### src/rtl/delta_event_pkg.sv
// delta_event_pkg: shared widths, polarity and mode constants for the delta event encoder
package delta_event_pkg;
  localparam logic POL_ON = 1'b1;
  localparam logic POL_OFF = 1'b0;
  localparam logic MODE_LATCH = 1'b0;
  localparam logic MODE_STEP = 1'b1;
  function automatic int ch_w(input int n);
    return (n > 1) ? $clog2(n) : 1;
  endfunction
  function automatic int lvl_w(input int d);
    return $clog2(d) + 1;
  endfunction
endpackage

### src/rtl/event_fifo.sv
// event_fifo: show-ahead FIFO, no empty bypass; push_i/data_i in, pop_i/data_o/valid_o out, full_o, level_o
module event_fifo
  import delta_event_pkg::*;
#(
  parameter int WIDTH = 3,
  parameter int DEPTH = 8,
  localparam int AW = $clog2(DEPTH),
  localparam int LVL_W = lvl_w(DEPTH)
) (
  input  logic             clk,
  input  logic             rst_n,
  input  logic             push_i,
  input  logic [WIDTH-1:0] data_i,
  input  logic             pop_i,
  output logic [WIDTH-1:0] data_o,
  output logic             valid_o,
  output logic             full_o,
  output logic [LVL_W-1:0] level_o
);
  logic [WIDTH-1:0] mem_q [DEPTH];
  logic [AW-1:0] wr_q, rd_q;
  logic [LVL_W-1:0] lvl_q;
  always_ff @(posedge clk)
    if (push_i) mem_q[wr_q] <= data_i;
  always_ff @(posedge clk or negedge rst_n)
    if (!rst_n) begin
      wr_q <= '0;
      rd_q <= '0;
      lvl_q <= '0;
    end else begin
      wr_q <= wr_q + AW'(push_i);
      rd_q <= rd_q + AW'(pop_i);
      lvl_q <= lvl_q + LVL_W'(push_i) - LVL_W'(pop_i);
    end
  assign valid_o = lvl_q != '0;
  assign full_o = lvl_q == LVL_W'(DEPTH);
  assign level_o = lvl_q;
  // head is forced to zero when empty so outputs read 0 after reset
  assign data_o = valid_o ? mem_q[rd_q] : '0;
endmodule

### src/rtl/delta_event_encoder.sv
// delta_event_encoder: per-channel delta modulator, round-robin arbitrated into an event FIFO
// inputs: sample_valid/sample_data, thr_on/thr_off (0 disables), refrac_cycles, mode, clear_ovf, evt_ready
// outputs: evt_valid/evt_pol/evt_chan (FIFO head), fifo_level, overflow (sticky drop flag)
module delta_event_encoder
  import delta_event_pkg::*;
#(
  parameter int WIDTH = 8,
  parameter int N_CH = 4,
  parameter int FIFO_DEPTH = 8,
  parameter int REFRAC_W = 4,
  localparam int CH_W = ch_w(N_CH),
  localparam int LVL_W = lvl_w(FIFO_DEPTH)
) (
  input  logic                  clk,
  input  logic                  rst_n,
  input  logic                  sample_valid,
  input  logic [N_CH*WIDTH-1:0] sample_data,
  input  logic [WIDTH-1:0]      thr_on,
  input  logic [WIDTH-1:0]      thr_off,
  input  logic [REFRAC_W-1:0]   refrac_cycles,
  input  logic                  mode,
  input  logic                  clear_ovf,
  output logic                  evt_valid,
  input  logic                  evt_ready,
  output logic                  evt_pol,
  output logic [CH_W-1:0]       evt_chan,
  output logic [LVL_W-1:0]      fifo_level,
  output logic                  overflow
);
  logic [WIDTH-1:0] ref_q [N_CH];
  logic [WIDTH-1:0] ref_d [N_CH];
  logic [REFRAC_W-1:0] refr_q [N_CH];
  logic [REFRAC_W-1:0] refr_d [N_CH];
  logic [N_CH-1:0] pend_q, pend_d, pol_q, pol_d, fire, drop;
  logic [CH_W-1:0] rr_q, rr_d, gnt_ch;
  logic ovf_q, gnt, full, pop;
  assign pop = evt_valid & evt_ready;
  for (genvar c = 0; c < N_CH; c++) begin : g_ch
    logic [WIDTH-1:0] s;
    logic [WIDTH:0] up;
    logic signed [WIDTH:0] err;
    logic on, off, hit;
    assign s = sample_data[c*WIDTH +: WIDTH];
    assign err = $signed({1'b0, s}) - $signed({1'b0, ref_q[c]});
    assign on = (thr_on != '0) && (err >= $signed({1'b0, thr_on}));
    assign off = (thr_off != '0) && (err <= -$signed({1'b0, thr_off}));
    assign up = {1'b0, ref_q[c]} + {1'b0, thr_on};
    assign hit = sample_valid && (refr_q[c] == '0) && (on || off);
    assign fire[c] = hit && !pend_q[c];
    assign drop[c] = hit && pend_q[c];
    // grant sees the old pending bit; a fresh fire can only land on a cleared channel
    assign pend_d[c] = fire[c] | (pend_q[c] & ~(gnt && gnt_ch == CH_W'(c)));
    assign pol_d[c] = fire[c] ? (on ? POL_ON : POL_OFF) : pol_q[c];
    assign refr_d[c] = fire[c] ? refrac_cycles : (refr_q[c] != '0) ? refr_q[c] - 1'b1 : refr_q[c];
    assign ref_d[c] = !fire[c] ? ref_q[c] :
                      (mode == MODE_LATCH) ? s :
                      on ? (up[WIDTH] ? '1 : up[WIDTH-1:0]) :
                      (ref_q[c] > thr_off) ? ref_q[c] - thr_off : '0;
  end
  // lowest offset from the RR pointer wins, so iterate downwards and let later hits override
  always_comb begin
    gnt = 1'b0;
    gnt_ch = '0;
    for (int i = N_CH - 1; i >= 0; i--)
      if (pend_q[CH_W'((int'(rr_q) + i) % N_CH)] && (!full || pop)) begin
        gnt = 1'b1;
        gnt_ch = CH_W'((int'(rr_q) + i) % N_CH);
      end
  end
  assign rr_d = !gnt ? rr_q : (gnt_ch == CH_W'(N_CH - 1)) ? '0 : gnt_ch + 1'b1;
  always_ff @(posedge clk or negedge rst_n)
    if (!rst_n) begin
      ref_q <= '{default: '0};
      refr_q <= '{default: '0};
      pend_q <= '0;
      pol_q <= '0;
      rr_q <= '0;
      ovf_q <= 1'b0;
    end else begin
      ref_q <= ref_d;
      refr_q <= refr_d;
      pend_q <= pend_d;
      pol_q <= pol_d;
      rr_q <= rr_d;
      ovf_q <= (|drop) | (ovf_q & ~clear_ovf);
    end
  assign overflow = ovf_q;
  event_fifo #(.WIDTH(1 + CH_W), .DEPTH(FIFO_DEPTH)) u_fifo (
    .clk(clk),
    .rst_n(rst_n),
    .push_i(gnt),
    .data_i({pol_q[gnt_ch], gnt_ch}),
    .pop_i(pop),
    .data_o({evt_pol, evt_chan}),
    .valid_o(evt_valid),
    .full_o(full),
    .level_o(fifo_level)
  );
endmodule

### config.mk
export PLATFORM = sky130hd
export DESIGN_NAME = delta_event_encoder
export DESIGN_NICKNAME = d
export VERILOG_FILES = /design/src/rtl/delta_event_pkg.sv /design/src/rtl/event_fifo.sv /design/src/rtl/delta_event_encoder.sv
export SDC_FILE = /design/constraint.sdc
export NUM_CORES = 1
export LEC_CHECK = 0
export ABC_AREA = 0
export CORE_AREA = 2 2 166 168
export CTS_CLUSTER_SIZE = 30
export DETAILED_ROUTE_END_ITERATION = 16
export DIE_AREA = 0 0 168 170
export GPL_TIMING_DRIVEN = 0
export SYNTH_ARGS = -nofsm -noshare
export SYNTH_HDL_FRONTEND = slang
export SYNTH_SLANG_ARGS = --single-unit
### constraint.sdc
create_clock -name clk -period 3.3 [get_ports clk]
set_input_delay 0.33 -clock clk [delete_from_list [all_inputs] [get_ports clk]]
set_output_delay 0.33 -clock clk [all_outputs]
set_load 0.05 [all_outputs]
==> metrics, run 1 <==
Yosys warning count 0; largest family of logic cells by synthesized area adder cells; antenna-violating nets left 0; initial core utilization 39.7%; worst hold slack 0.376 ns; area grow syn2layout 29.2%; Vias 9674; failing checks negative setup slack; Synth Area per Inst 8.98 µm²; max-cap violation count 0; Net Count, Synth 1437; number of hold violations in the final report 0; clock latency on the worst-skew pair 0.37 ns; CTS tree done; first-pass GRT wire length 51000 µm; fin crit share 111%; Clock Skew 0.0196 ns; initial antenna violation count 0; leading area contributor after synthesis ha_1; Fmax 0.274 GHz; Setup crit end kind flip-flop; max-slew violations 0; sequential share of the synthesized area 23.1%; kind of critical path reg2reg; Overall Power 14.3 mW; Yosys reg bits 93; outcome finished with violations; WP data arrival 3.89 ns; HPWL after detailed placement 24100 µm; adder-cell share of the synthesized area 24.6%; initial DRC count 585; Cell Area, Synth 10600 µm²; xor/xnor share of the synthesized area 6.04%; worst slew pin tran 1.05 ns; Overall Global Routing Usage 23.0%; drt pass-1 iters 5; Synth Area in Compound Gates 23.8%; core area 26700 µm²; Overflow after GRT 0; Yosys top cell area share 22.1%; vias per inst 5.73; Reg clk slew, reported paths 0.08 ns; CP Max Fanout 9; wire per inst 19.5 µm; Simple-Gate Fraction of Synth Area 14.6%; antenna cell count 0; max_slew headroom 29.7%; # DRC 0; Die W 168 µm; Final Setup Violations 54; die height 170 µm; Layout fillers 2483; worst min path class in2reg; Root Buffer clkbuf_16; largest net degree at the start of global routing 39; number of global-route vias before repair 9411; RD Place Congestion 0.880; EDFF count, synth 24; row cnt 60; maximum vdd drop 0.445 mV; power density over the cells 1050 nW/µm²; startpoint types flip-flop; Synth area leaders ha_1, dfrtp_1, edfxtp_1, xnor2_1, inv_1; CTS Buffer Depth 2; share of layout cells above drive strength 1 21.2%; CTS Buf Count 9; Async SR Flop Fraction 74.2%; Leakage Power 6.12 nW; IO Port Bufs 65; placement-stage worst setup slack -1.20 ns; RSZ-0062 raised after global routing true; WP data required 3.53 ns; main flop type after synthesis dfrtp_1; Syn Inst Count 1179; WL final 33000 µm; setup ws final -0.354 ns; Period minus WS final 3.65 ns; Ports 67; flop-to-flop setup slack -0.35 ns; die area 28600 µm²; Final #Nets 1601; Max H-tree Level 3; mux cell area share after synthesis 2.78%; Sink Count 93; Yosys cell types 82
[per-layer routing]
| layer | routed length, µm | GRT usage [%] | vias up |
|---|---|---|---|
| li1 | - | - | 4714 |
| met1 | 14800 | 30.3 | 4609 |
| met2 | 15200 | 38.2 | 284 |
| met3 | 1680 | 2.70 | 67 |
| met4 | 1340 | 9.75 | 0 |
| met5 | 0 | 0 | - |
[flip-flops by register name, summed over array words and instances (netlist names)]
signal and flops:
u_fifo.rd_q 3, refr_q 16, pend_q 4, u_fifo.level_o 4
u_fifo.mem_q 24, overflow 1, u_fifo.wr_q 3, pol_q 4
ref_q 32, rr_q 2
[area by class of cell]
type	instances	area, µm²	share of cell area (%)
Tap cell	341	427	3.12
Clock buffer	9	225	1.65
Buffer	24	206	1.51
Clock inverter	7	73.8	0.540
Inverter	114	434	3.17
Multi-Input combinational cell	948	8330	60.9
Timing Repair Buffer	153	1530	11.2
Sequential cell	93	2450	17.9
[cell usage after synthesis, types with 6 or more instances]
cell,count
mux2i_1,8
nor2_1,94
and2_1,8
nand4_1,14
o21ai_0,63
o31ai_1,9
and3_1,8
a31oi_1,7
buf_2,8
mux4_2,6
a21o_1,31
mux2_2,7
nand2_1,61
nor2b_1,13
a22o_1,17
a211o_1,7
or2_2,7
xnor2_1,51
a21oi_1,65
a211oi_1,19
o21bai_1,6
o211ai_1,27
nand2b_1,18
inv_1,114
o41ai_1,6
clkbuf_1,14
nand3_1,20
o2111ai_1,9
edfxtp_1,24
a221oi_1,14
nor3_1,27
ha_1,187
or3_1,14
o21a_1,15
xor2_1,22
fa_1,13
dfrtp_1,69
[logic make-up (layout without fill, tap and decap cells)]
group,after synthesis,count (layout)
AO/OA/AOI/OAI,345,345
AND/OR/NAND/NOR,309,309
adder cells (fa/ha/maj),200,200
buffers and inverters,138,307
flip-flops,93,93
XOR/XNOR,73,73
multiplexers,21,21
[worst paths after layout]
check | start | endpoint | depth (start not counted)
worst max-delay path | ref_q[16] | ref_q[22] | 18
max in group asynchronous | rst_n | ref_q[17] | 3
worst min register to register | pol_q[3] | pol_q[3] | 1
min in group asynchronous | rst_n | u_fifo.level_o[3] | 2
worst max register to register | ref_q[16] | ref_q[22] | 18
worst min-delay path | sample_data[25] | ref_q[1] | 3
[through the flow]
step	util (%)	instances	setup TNS [ns]	cell area [µm²]
6_report	51.3	1689	-9.83	13700
5_1_grt	51.3	1689	-18.12	13700
4_1_cts	49.5	1669	-9.86	13200
3_5_place_dp	44.3	1586	-54.51	11800
3_3_place_gp	44.2	1585	-123.10	11800
2_1_floorplan	-	1179	-0.128	10700
[report_power, final]
part	switching (mW)	internal (mW)
combinational	5.81	5.18
sequential	0.443	1.78
clock	0.560	0.543
total	6.82	7.51
[timing repair]
action / in CTS / in global routing
gates cloned: 6 / 3
resized for setup: 133 / 77
hold buffers: 1 / 0
setup endpoints to repair: 57 / 57
pin swaps: 109 / 69
endpoints found under the hold margin: 31 / 0
setup buffers: 61 / 23
[cells in the final DEF, fill, tap and decap left out, drive strengths merged, types with 24 or more instances in the layout]
master | Yosys | routed
ha | 187 | 187
inv | 114 | 118
buf | 10 | 97
nor2 | 95 | 95
dfrtp | 69 | 69
o21ai | 67 | 67
a21oi | 66 | 66
nand2 | 61 | 61
clkdlybuf4s50 | 0 | 54
xnor2 | 51 | 51
a21o | 31 | 31
o211ai | 29 | 29
nor3 | 28 | 28
edfxtp | 24 | 24
clkbuf | 14 | 24
[critical path: stages (launching register included)]
cell and delay (ns):
dfrtp_1 0.40, ha_4 0.16, fa_2 0.24, nor2b_4 0.05, o31a_4 0.33, o21a_1 0.20, nor2_2 0.13, xnor2_2 0.10
buf_4 0.15, ha_4 0.26, and3_4 0.20, nand4_1 0.15, a211oi_4 0.33, buf_6 0.16, o211ai_4 0.08, buf_12 0.16
buf_6 0.12, a2111oi_4 0.23, a211oi_2 0.08
No activity file was read; power rests on OpenSTA's default activity.
==> run 2: changes to the inputs <==
--- a/config.mk
+++ b/config.mk
@@ -6,6 +6,7 @@
 export NUM_CORES = 1
 export LEC_CHECK = 0
 export ABC_AREA = 0
+export CAP_MARGIN = 10
 export CORE_AREA = 2 2 166 168
 export CTS_CLUSTER_SIZE = 30
 export DETAILED_ROUTE_END_ITERATION = 16
==> results of run 2 <==
The final DEF is identical to that of run 1; final timing and power are the same.
==> run 3: changes to the inputs <==
--- a/config.mk
+++ b/config.mk
@@ -12,6 +12,7 @@
 export DETAILED_ROUTE_END_ITERATION = 16
 export DIE_AREA = 0 0 168 170
 export GPL_TIMING_DRIVEN = 0
+export SLEW_MARGIN = 20
 export SYNTH_ARGS = -nofsm -noshare
 export SYNTH_HDL_FRONTEND = slang
 export SYNTH_SLANG_ARGS = --single-unit
==> results of run 3 <==
The final DEF is identical to that of run 1; final timing and power are the same.
